[src/rtl/alu_sequencer.sv]
// Issue/writeback controller for the registered 8-bit ALU: reads operands from a
// local register file, holds them through EXEC, and writes back result/flags in WB.
module alu_sequencer #(
    parameter int unsigned NREGS   = 8,
    parameter int unsigned ALU_LAT = 1,
    parameter int unsigned MUL_LAT = 2
) (
    input  logic       clk,
    input  logic       rst_n,
    input  logic       instr_valid,
    output logic       instr_ready,
    input  logic [3:0] instr_op,
    input  logic [2:0] instr_rd,
    input  logic [2:0] instr_rs1,
    input  logic [2:0] instr_rs2,
    input  logic       ld_valid,
    input  logic [2:0] ld_addr,
    input  logic [7:0] ld_data,
    output logic [3:0] alu_fsl,
    output logic [7:0] alu_a,
    output logic [7:0] alu_b,
    input  logic [7:0] alu_result,
    input  logic [7:0] alu_mul_high,
    input  logic [3:0] alu_sreg,
    output logic [3:0] flags,
    output logic       done,
    input  logic [2:0] dbg_addr,
    output logic [7:0] dbg_data
);

    localparam logic [3:0]  OP_MUL = 4'b1110;
    localparam logic [3:0]  OP_CMP = 4'b1111;
    localparam int unsigned MAXLAT = (MUL_LAT > ALU_LAT) ? MUL_LAT : ALU_LAT;
    localparam int unsigned CW     = (MAXLAT > 1) ? $clog2(MAXLAT) : 1;

    typedef enum logic [1:0] {
        IDLE,
        EXEC,
        WB
    } state_e;

    state_e          state_q, state_d;
    logic [7:0]      rf_q [NREGS];
    logic [3:0]      fsl_q;
    logic [7:0]      a_q, b_q;
    logic [2:0]      rd_q;
    logic [CW-1:0]   cnt_q;
    logic [3:0]      flags_q;
    logic            done_q;

    logic            accept;
    logic            ld_en;
    logic            wb_en;
    logic [2:0]      rd_hi;

    always_ff @(posedge clk or negedge rst_n) begin
        if (!rst_n) begin
            state_q <= IDLE;
        end else begin
            state_q <= state_d;
        end
    end

    always_comb begin
        state_d = state_q;
        case (state_q)
            IDLE:    if (accept) state_d = EXEC;
            EXEC:    if (cnt_q == '0) state_d = WB;
            WB:      state_d = IDLE;
            default: state_d = IDLE;
        endcase
    end

    // Preload wins over issue in IDLE, so the two can never collide.
    always_comb begin
        instr_ready = (state_q == IDLE) && !ld_valid;
        accept      = instr_ready && instr_valid;
        ld_en       = (state_q == IDLE) && ld_valid;
        wb_en       = (state_q == WB);
    end

    assign rd_hi = (rd_q == 3'(NREGS - 1)) ? '0 : rd_q + 3'd1;

    always_ff @(posedge clk or negedge rst_n) begin
        if (!rst_n) begin
            rf_q    <= '{default: '0};
            fsl_q   <= '0;
            a_q     <= '0;
            b_q     <= '0;
            rd_q    <= '0;
            cnt_q   <= '0;
            flags_q <= '0;
            done_q  <= 1'b0;
        end else begin
            if (ld_en) begin
                rf_q[ld_addr] <= ld_data;
            end
            if (accept) begin
                fsl_q <= instr_op;
                a_q   <= rf_q[instr_rs1];
                b_q   <= rf_q[instr_rs2];
                rd_q  <= instr_rd;
                cnt_q <= (instr_op == OP_MUL) ? CW'(MUL_LAT - 1) : CW'(ALU_LAT - 1);
            end else if (state_q == EXEC && cnt_q != '0) begin
                cnt_q <= cnt_q - CW'(1);
            end
            if (wb_en) begin
                flags_q <= alu_sreg;
                if (fsl_q != OP_CMP) begin
                    rf_q[rd_q] <= alu_result;
                end
                if (fsl_q == OP_MUL) begin
                    rf_q[rd_hi] <= alu_mul_high;
                end
            end
            done_q <= wb_en;
        end
    end

    assign alu_fsl  = fsl_q;
    assign alu_a    = a_q;
    assign alu_b    = b_q;
    assign flags    = flags_q;
    assign done     = done_q;
    assign dbg_data = rf_q[dbg_addr];

endmodule

[config.mk]
export PLATFORM = sky130hd
export DESIGN_NAME = alu_sequencer
export DESIGN_NICKNAME = d
export VERILOG_FILES = /design/src/rtl/alu_sequencer.sv
export SDC_FILE = /design/constraint.sdc
export NUM_CORES = 1
export LEC_CHECK = 0
export BUFFER_PORTS_ARGS = -buffer_cell sky130_fd_sc_hd__clkbuf_2
export CORE_MARGIN = 1
export CORE_UTILIZATION = 40
export CTS_CLUSTER_DIAMETER = 200
export DETAILED_ROUTE_END_ITERATION = 10
export GPL_ROUTABILITY_DRIVEN = 1
export PLACE_DENSITY = 0.65
export SLEW_MARGIN = 20
export SYNTH_ARGS = -nofsm -noshare
export SYNTH_HDL_FRONTEND = slang
export SYNTH_SLANG_ARGS = --single-unit
export TNS_END_PERCENT = 5
[constraint.sdc]
create_clock -name clk -period 2.45 [get_ports clk]
set_clock_uncertainty 0.05 [all_clocks]
set_input_delay 0.245 -clock clk [delete_from_list [all_inputs] [get_ports clk]]
set_output_delay 0.245 -clock clk [all_outputs]
set_load 0.02 [all_outputs]
==> results.md, run 1 <==
* Register area share after synthesis at 0.378
* Unrepaired setup endpoints after global routing: false
* Main area contributors after synthesis: dfrtp_1, mux4_2, mux2i_1
* DR pass1 iterations at 5
* Nets at 672
* Sinks on the clock net at 95
* Minimum clock period after layout at 2.20 ns
* N_diodes at 0
* Crit. End Element: flop
* Hold slack at 0.0239 ns
* Share of cells above drive strength 1 at 0.321
* Gate Count Post-Synth at 560
* CP max FO at 7
* Clock transition at path regs at 0.08 ns
* Number of max-cap violations at 0
* TritonCTS clock tree: done
* Cts hold-fix bufs at 1
* Commonest non-fill, non-tap cell in the layout: dfrtp_1
* Worst-Margin Slew at 0.775 ns
* Mean Syn Cell Area at 11.2 sq um
* Total power at 0.00746 W
* Final wirelength at 19200 um
* Synth Cell Area at 6300 sq um
* Effective utilization at floorplan at 0.413
* Cells after DPL at 818
* Total gr overflow at 0
* Max rail drop VDD at 0.392 mV
* Hold Fails Final Rpt at 0
* First-pass GRT wire length at 30200 um
* Worst Path Class, Setup: flop to flop
* Slew margin rel. at 0.483
* Final setup fails at 0
* Post-route insts no fill at 835
* Yosys Warn Count at 0
* Clk_lat worst skew at 0.36 ns
* Total CTS buffers at 9
* FP Rows at 45
* Tcrit/Tclk final at 0.900
* CP arrival at 2.39 ns
* Synth async-reset ratio at 1.00
* Postcts setup bufs at 0
* Synth Flop Type: dfrtp_1
* Core area at 15300 sq um
* Die X at 127 um
* Hold crit path type: primary input to flop
* Die area at 16200 sq um
* Status: complete, no violations
* Post-CTS sizing at 0
* Layout area overhead at 14.5%
* IO buf count at 84
* Post-DR vias/cell at 6.39
* Post-synth EDFFs at 0
* F_max at 454 MHz
* Yosys top cell area share at 0.378
* Die H at 127 um
* Final Wtd Congestion at 0.914
* All-Layer GR Usage at 0.246
* Io pins at 85
* Dpl hpwl at 14300 um
* Syn nets at 613
* Power Density at 1040 nW/um^2
* TNS Setup at 0 ns
* Crit path launch type: flop
* Final ANT Viol Nets at 0
* Slew Limit Fails at 0
* Fin area at 7210 sq um
* DRC Markers at 0
* LEAKAGE at 3.08 nW
* Yosys top cell by area: dfrtp_1
* Commonest cells after routing, fill and taps aside: dfrtp_1, clkbuf_2, mux2i_1
* Initial antenna violation count at 0
* CTS root buffer: clkbuf_16
* Number of global-route vias before repair at 5269
* CP required at 2.64 ns
* Initial DRC Count at 619
* Via count at 5336
* Bufs on Longest Clock Path at 2
* Placed cell areas at 6900 sq um
* Largest net degree at the start of global routing at 58
* Synthesized flop and latch total at 95
* H-tree depth at 3
* DR WL/cell at 23.0 um
* Post-synth cell types at 45
## registers in the layout (all words and copies together), names as in the netlist
register / count
alu_a: 8
alu_fsl: 4
rd_q: 3
state_q: 2
rf_q: 64
done: 1
flags: 4
alu_b: 8
cnt_q: 1
## worst max-delay path: stages, from the launching register on
cell     delay [ns]
dfrtp_1        0.38
ha_1           0.20
ha_1           0.41
inv_1          0.15
or3_1          0.45
buf_4          0.19
o22ai_1        0.18
a32oi_1        0.08
## path summary, 6_finish.rpt
kind | startpoint | endpoint | slack (ns) | cells past startpoint
worst max register to register | rd_q[0] | rf_q[8] | 0.25 | 7
worst min register to register | cnt_q | state_q[1] | 0.40 | 1
min in group asynchronous | rst_n | alu_fsl[0] | 0.45 | 2
worst min-delay path | alu_sreg[3] | flags[3] | 0.02 | 3
worst max-delay path | rd_q[0] | rf_q[8] | 0.25 | 7
max in group asynchronous | rst_n | rf_q[12] | 1.20 | 3
## stage by stage
step	worst slack (ns)	utilization
after floorplan	0.279	-
after global placement	0.333	0.452
after detailed placement	0.286	0.452
after CTS	0.267	0.472
after global routing	0.151	0.472
final	0.246	0.472
## synthesized netlist by cell type, types with 3 or more instances
library cell and instances:
nor3_1 3, a32oi_1 16, nor2b_1 4, o22ai_1 48, o221ai_1 16, and2_1 4
buf_1 23, o21a_1 4, mux2i_1 64, dfrtp_1 95, and3_1 8, clkbuf_1 16
a21oi_1 16, inv_1 11, nor2_1 19, nand2b_1 3, mux2_2 15, mux4_2 48
a22oi_1 32, nand3_1 8, buf_2 15, nand2_1 59
## power breakdown
| group | switching, W | leakage [nW] | internal (W) | total (W) |
|---|---|---|---|---|
| Sequential | 0.000852 | 1.13 | 0.00226 | 0.00311 |
| Clock | 0.000658 | 0.142 | 0.000794 | 0.00145 |
| Combinational | 0.00137 | 1.81 | 0.00153 | 0.00290 |
| Total | 0.00288 | 3.08 | 0.00458 | 0.00746 |
## cell families (layout without fill, tap and decap cells)
group                      Yosys count  in the layout  synth area share
DFF                                 95             95             0.378
and+or+nand+nor                    122            122            0.0970
AOI/OAI and AO/OA                  143            143             0.173
adders and majority gates            2              2           0.00397
muxes                              127            127             0.300
buffers and inverters               71            135            0.0487
## final cells by class
type	instances	area, sq um
Fill cell	1405	8050
Multi-Input combinational cell	394	3610
Tap cell	211	264
Timing Repair Buffer	107	611
Inverter	12	45.0
Clock buffer	9	225
Sequential cell	95	2380
Clock inverter	7	72.6
## per-layer routing
metal | vias to the layer above | GRT usage | wire [um]
li1 | 2314 | - | -
met2 | 283 | 0.388 | 9070
met1 | 2694 | 0.340 | 8000
met4 | 0 | 0.100 | 459
met5 | - | 0 | 0
met3 | 45 | 0.0360 | 1670
No activity file was read; power rests on OpenSTA's default activity.
==> run 2: changes to the inputs <==
--- a/config.mk
+++ b/config.mk
@@ -6,12 +6,15 @@
 export NUM_CORES = 1
 export LEC_CHECK = 0
 export BUFFER_PORTS_ARGS = -buffer_cell sky130_fd_sc_hd__clkbuf_2
+export CORE_ASPECT_RATIO = 0.7
 export CORE_MARGIN = 1
 export CORE_UTILIZATION = 40
+export CTS_BUF_LIST = sky130_fd_sc_hd__clkbuf_16
 export CTS_CLUSTER_DIAMETER = 200
 export DETAILED_ROUTE_END_ITERATION = 10
 export GPL_ROUTABILITY_DRIVEN = 1
 export PLACE_DENSITY = 0.65
+export REMOVE_ABC_BUFFERS = 1
 export SLEW_MARGIN = 20
 export SYNTH_ARGS = -nofsm -noshare
 export SYNTH_HDL_FRONTEND = slang
==> run 2 against run 1 <==
- maximum frequency down 1.8%
- register-to-register slack got worse by 0.04 ns
- global-route usage increased by 3.4 points
- critical path type unchanged
- the run now ends with design-rule violations left
- critical endpoint is now rf_q[10]
- highest routed layer unchanged
==> results.md, run 2 (synthesis results as in run 1) <==
* TNS Setup at 0 ns (unchanged)
* Hold Crit Depth at 3 (unchanged)
* CP startpoint: rd_q[0] (unchanged)
* All-Layer GR Usage at 0.280 (was 0.246)
* Sinks on the clock net at 95 (unchanged)
* CP max FO at 8 (was 7)
* Hold slack at 0.0353 ns (was 0.0239 ns)
* Crit. End Element: flop (unchanged)
* Layout area overhead at 16.8% (was 14.5%)
* Share of cells above drive strength 1 at 0.341 (was 0.321)
* DR WL/cell at 26.1 um (was 23.0 um)
* Critical-path cell list: ha_1 -> ha_1 -> inv_1 -> or3_1 -> a21o_4 -> a32oi_1 (was ha_1 -> ha_1 -> inv_1 -> or3_1 -> buf_4 -> o22ai_1 -> a32oi_1)
* DR pass1 iterations at 9 (was 5)
* Final ANT Viol Nets at 0 (unchanged)
* Post-DR vias/cell at 6.59 (was 6.39)
* F_max at 446 MHz (was 454 MHz)
* Initial DRC Count at 641 (was 619)
* Failing checks: design-rule violations
* Nets at 693 (was 672)
* Number of max-cap violations at 0 (unchanged)
* Post-CTS sizing at 0 (unchanged)
* Place WS at 0.264 ns (was 0.286 ns)
* Worst Path Class, Setup: flop to flop (unchanged)
* Worst Setup EP: rf_q[10] (was rf_q[8])
* R2R setup slack at 0.21 ns (was 0.25 ns)
* CTS root buffer: clkbuf_16 (unchanged)
* CP most frequent cell: ha_1 (unchanged)
* Bufs and invs on worst path at 1 (was 2)
* DRC Markers at 16 (was 0)
* Hold crit path type: primary input to flop (unchanged)
* First-pass GRT wire length at 33200 um (was 30200 um)
* CP arrival at 2.45 ns (was 2.39 ns)
* Total CTS buffers at 9 (unchanged)
* Power Density at 994 nW/um^2 (was 1040 nW/um^2)
* H-tree depth at 3 (unchanged)
* Minimum clock period after layout at 2.24 ns (was 2.20 ns)
* TritonCTS clock tree: done (unchanged)
* FP Rows at 37 (was 45)
* Post-route insts no fill at 840 (was 835)
* Most flop-heavy register: rf_q (unchanged)
* Total gr overflow at 0 (unchanged)
* Max FFs per register at 64 (unchanged)
* Die X at 152 um (was 127 um)
* Final wirelength at 21900 um (was 19200 um)
* Commonest cells after routing, fill and taps aside: dfrtp_1, clkbuf_2, mux2i_1 (unchanged)
* Final setup margin at 0.207 ns (was 0.246 ns)
* Number of global-route vias before repair at 5516 (was 5269)
* Reg2reg start: rd_q[0] (unchanged)
* Final setup fails at 0 (unchanged)
* Io pins at 85 (unchanged)
* CP max stage cell: or3_1 (unchanged)
* Initial antenna violation count at 0 (unchanged)
* Die H at 107 um (was 127 um)
* Slew margin rel. at 0.602 (was 0.483)
* Largest stage delay, worst path at 0.45 ns (about the same)
* Core area at 15000 sq um (was 15300 sq um)
* Final Wtd Congestion at 0.948 (was 0.914)
* Bufs on Longest Clock Path at 2 (unchanged)
* N_diodes at 0 (unchanged)
* Max rail drop VDD at 0.345 mV (was 0.392 mV)
* Tcrit/Tclk final at 0.916 (was 0.900)
* Unrepaired setup endpoints after global routing: false (unchanged)
* Largest net degree at the start of global routing at 45 (was 58)
* Cells after DPL at 823 (was 818)
* Crit path launch type: flop (unchanged)
* Slew Limit Fails at 0 (unchanged)
* IO buf count at 84 (unchanged)
* Clock transition at path regs at 0.07 ns (was 0.08 ns)
* R2R cell count at 6 (was 7)
* RR Endpoint: rf_q[10] (was rf_q[8])
* Commonest non-fill, non-tap cell in the layout: dfrtp_1 (unchanged)
* Status: finished with violations (was complete, no violations)
* Effective utilization at floorplan at 0.419 (was 0.413)
* CP required at 2.65 ns (was 2.64 ns)
* Worst-Margin Slew at 0.597 ns (was 0.775 ns)
* Stages on worst setup path at 6 (was 7)
* Clk_lat worst skew at 0.35 ns (was 0.36 ns)
* Hold Fails Final Rpt at 0 (unchanged)
* Dpl hpwl at 15300 um (was 14300 um)
* Cell family with most CP delay: adder cells (unchanged)
* Die area at 16300 sq um (was 16200 sq um)
* Via count at 5535 (was 5336)
* LEAKAGE at 3.19 nW (was 3.08 nW)
==> run 2: changes by cell type in the layout (fill, tap and decap cells not counted) <==
cell | before | now
buf_4 | 22 | 40
and2_1 | 4 | 3
clkinv_1 | 0 | 1
buf_12 | 1 | 4
clkinv_2 | 2 | 1
nand2b_2 | 0 | 1
clkinvlp_4 | 2 | 1
nand2b_1 | 3 | 2
inv_1 | 11 | 13
bufinv_16 | 1 | 0
and2_2 | 0 | 1
==> run 2: worst register-to-register path: cells and delay by family (launching register included) <==
kind	cells	cell delay, ns
simple gates	1	0.45
fa+ha+maj	2	0.62
compound gates	2	0.48
buf+inv	1	0.17
flops	1	0.38
==> run 2: worst min-delay path by stage <==
stage / slack (ns) / from / endpoint
2_1_floorplan: -0.10 / rst_n / alu_a[0]
3_3_place_gp: 0.19 / rst_n / alu_b[1]
3_5_place_dp: 0.20 / rst_n / alu_b[1]
4_1_cts: 0.03 / alu_sreg[1] / flags[1]
5_1_grt: 0.05 / alu_sreg[3] / flags[3]
6_report: 0.04 / alu_sreg[1] / flags[1]
==> run 2: metal layers <==
layer | global-route usage | vias up | share of wire
met5 | 0 | - | 0
met4 | 0.0991 | 0 | 0.025
met3 | 0.109 | 48 | 0.13
met2 | 0.407 | 357 | 0.43
met1 | 0.378 | 2768 | 0.41
li1 | - | 2362 | -
==> run 2: where the power goes <==
group | total (W) | internal (W) | switching [W]
Sequential | 0.00299 | 0.00226 | 0.000736
Clock | 0.00132 | 0.000682 | 0.000637
Combinational | 0.00300 | 0.00156 | 0.00144
==> run 2: metrics by stage <==
| stage | power [W] | utilization | area [sq um] |
|---|---|---|---|
| after detailed placement | 0.00596 | 0.471 | 7080 |
| after floorplan | 0.00487 | - | 6040 |
| after global placement | 0.00580 | 0.471 | 7080 |
| after global routing | 0.00772 | 0.489 | 7360 |
| final | 0.00731 | 0.489 | 7360 |
| after CTS | 0.00729 | 0.489 | 7360 |
==> run 2: cell type report <==
class                   instances  area (sq um)
fillers                      1397          7690
multi-input cells             394          3620
flip-flops and latches         95          2380
repair buffers                128           806
well taps                     195           244
clock buffers                   9           225
inverters                      12          45.0
clock inverters                 7          41.3
==> run 2: timing repair <==
action | 4_1_cts | 5_1_grt
endpoints found under the hold margin | 34 | 0
hold buffers | 1 | 0
setup buffers | 0 | 0
==> run 3: changes to the inputs <==
--- a/config.mk
+++ b/config.mk
@@ -5,15 +5,15 @@
 export SDC_FILE = /design/constraint.sdc
 export NUM_CORES = 1
 export LEC_CHECK = 0
-export BUFFER_PORTS_ARGS = -buffer_cell sky130_fd_sc_hd__clkbuf_2
 export CORE_ASPECT_RATIO = 0.7
 export CORE_MARGIN = 1
-export CORE_UTILIZATION = 40
+export CORE_UTILIZATION = 50
 export CTS_BUF_LIST = sky130_fd_sc_hd__clkbuf_16
 export CTS_CLUSTER_DIAMETER = 200
 export DETAILED_ROUTE_END_ITERATION = 10
+export DONT_BUFFER_PORTS = 1
 export GPL_ROUTABILITY_DRIVEN = 1
-export PLACE_DENSITY = 0.65
+export PLACE_DENSITY = 0.71
 export REMOVE_ABC_BUFFERS = 1
 export SLEW_MARGIN = 20
 export SYNTH_ARGS = -nofsm -noshare
==> run 3 against run 2 <==
- the run ends with negative hold slack left
- worst hold slack got worse by 0.50 ns
- clock-buffer cell count did not move
- routed wire length fell by 4.9%
- die area fell by 20%
- largest power group is now registers
==> results.md, run 3 (synthesis results as in run 1) <==
* Worst Path Class, Setup: flop to flop (unchanged)
* Slew Limit Fails at 0 (unchanged)
* Max rail drop VDD at 0.495 mV (was 0.345 mV)
* Total gr overflow at 0 (unchanged)
* All-Layer GR Usage at 0.334 (was 0.280)
* Initial DRC Count at 577 (was 641)
* Minimum clock period after layout at 2.27 ns (was 2.24 ns)
* LEAKAGE at 2.83 nW (was 3.19 nW)
* Effective utilization at floorplan at 0.526 (was 0.419)
* Placed cell areas at 6470 sq um (was 7080 sq um)
* Io pins at 85 (unchanged)
* GR Util met3 at 0.129 (was 0.109)
* FP Rows at 33 (was 37)
* Hold slack at -0.461 ns (was 0.0353 ns)
* Reg2reg start: rd_q[0] (unchanged)
* Number of max-cap violations at 0 (unchanged)
* Fin area at 6900 sq um (was 7360 sq um)
* CP arrival at 2.48 ns (was 2.45 ns)
* Crit path launch type: flop (unchanged)
* Power Density at 996 nW/um^2 (was 994 nW/um^2)
* Final wirelength at 20800 um (was 21900 um)
* Crit. End Element: flop (unchanged)
* Register area at 2380 sq um (unchanged)
* CP startpoint: rd_q[0] (unchanged)
* CP required at 2.66 ns (was 2.65 ns)
* DR pass1 iterations at 7 (was 9)
* Post-DR vias/cell at 7.51 (was 6.59)
* Die X at 136 um (was 152 um)
* F_max at 441 MHz (was 446 MHz)
* CP max FO at 8 (unchanged)
* DR WL/cell at 28.8 um (was 26.1 um)
* Clk_lat worst skew at 0.35 ns (about the same)
* Hold crit path type: primary input to async pin (was primary input to flop)
* Layout area overhead at 9.54% (was 16.8%)
* IO buf count at 0 (was 84)
* Failing checks: negative hold slack (was design-rule violations)
* Status: finished with violations (unchanged)
* Met2 Use GR at 0.503 (was 0.407)
* Postcts setup bufs at 0 (unchanged)
* GRT busiest layer: met2 (unchanged)
* Final setup fails at 0 (unchanged)
* Die area at 13100 sq um (was 16300 sq um)
* Commonest non-fill, non-tap cell in the layout: dfrtp_1 (unchanged)
* Initial antenna violation count at 0 (unchanged)
* Die H at 95.9 um (was 107 um)
* Final Wtd Congestion at 0.926 (was 0.948)
* Slew margin rel. at 0.587 (was 0.602)
* Largest net degree at the start of global routing at 96 (was 45)
* H-tree depth at 3 (unchanged)
* GRT met1 Usage at 0.431 (was 0.378)
* Commonest cells after routing, fill and taps aside: dfrtp_1, mux2i_1, nand2_1 (was dfrtp_1, clkbuf_2, mux2i_1)
* Tcrit/Tclk final at 0.926 (was 0.916)
* Sinks on the clock net at 95 (unchanged)
* CTS root buffer: clkbuf_16 (unchanged)
* DRC Markers at 0 (was 16)
* Cts hold-fix bufs at 16 (was 1)
* Unrepaired setup endpoints after global routing: false (unchanged)
* Area of the multi-input gates at 3620 sq um (unchanged)
* Final ANT Viol Nets at 0 (unchanged)
* Worst-Margin Slew at 0.620 ns (was 0.597 ns)
* Hold Fails Final Rpt at 95 (was 0)
* Nets at 613 (was 693)
* Via count at 5420 (was 5535)
* Number of global-route vias before repair at 5298 (was 5516)
* Post-CTS sizing at 0 (unchanged)
* Max FFs per register at 64 (unchanged)
* First-pass GRT wire length at 30800 um (was 33200 um)
* Total CTS buffers at 9 (unchanged)
* Core area at 12000 sq um (was 15000 sq um)
* Dpl hpwl at 13400 um (was 15300 um)
* N_diodes at 0 (unchanged)
* Filler Cell Count at 1011 (was 1397)
* Clock transition at path regs at 0.07 ns (about the same)
* Share of cells above drive strength 1 at 0.218 (was 0.341)
* TritonCTS clock tree: done (unchanged)
* Bufs on Longest Clock Path at 2 (unchanged)
* TNS Setup at 0 ns (unchanged)
* Most flop-heavy register: rf_q (unchanged)
run 3: final cells by class:
class	count	area share
timing repair buffer	48	0.0584
multi-input combinational	394	0.524
clock buffer	9	0.0327
inverter	12	0.00653
clock inverter	7	0.00490
sequential	95	0.345
tap	157	0.0285
run 3: where the power goes:
part / internal, W / switching, W
clock: 0.000673 / 0.000612
sequential: 0.00226 / 0.000913
combinational: 0.00139 / 0.00102
total: 0.00432 / 0.00255
run 3: routing by layer:
layer / part of all wire / wire [um] / up-vias
met1: 0.38 / 7860 / 2693
li1: - / - / 2207
met2: 0.44 / 9120 / 459
met4: 0.035 / 720 / 0
met5: 0 / 0 / -
met3: 0.15 / 3130 / 61
run 3: worst paths after layout:
kind / slack [ns] / endpoint / cells past startpoint
min in group clk: 0.01 / alu_fsl[0] / 1
min reg2reg: 0.40 / state_q[1] / 1
max in group asynchronous: 2.66 / rf_q[20] / 0
min: -0.46 / alu_a[1] / 0
max: 0.18 / rf_q[14] / 6
max reg2reg: 0.18 / rf_q[14] / 6
run 3: worst max-delay path, cell delays in order, from the launching register on:
cell	delay (ns)
dfrtp_1	0.38
ha_1	0.20
ha_1	0.42
inv_1	0.16
or3_1	0.49
a21o_4	0.29
a32oi_1	0.19
run 3: per-stage QoR:
stage / hold slack (ns) / std cells / total power (W) / setup WS [ns] / util
after floorplan: -0.101 / 501 / 0.00487 / 0.0253 / -
after global placement: -0.0983 / 689 / 0.00536 / 0.299 / 0.540
after detailed placement: -0.0986 / 689 / 0.00551 / 0.211 / 0.540
after CTS: -0.468 / 721 / 0.00682 / 0.209 / 0.575
after global routing: -0.478 / 722 / 0.00719 / 0.0823 / 0.576
final: -0.461 / 722 / 0.00687 / 0.180 / 0.576
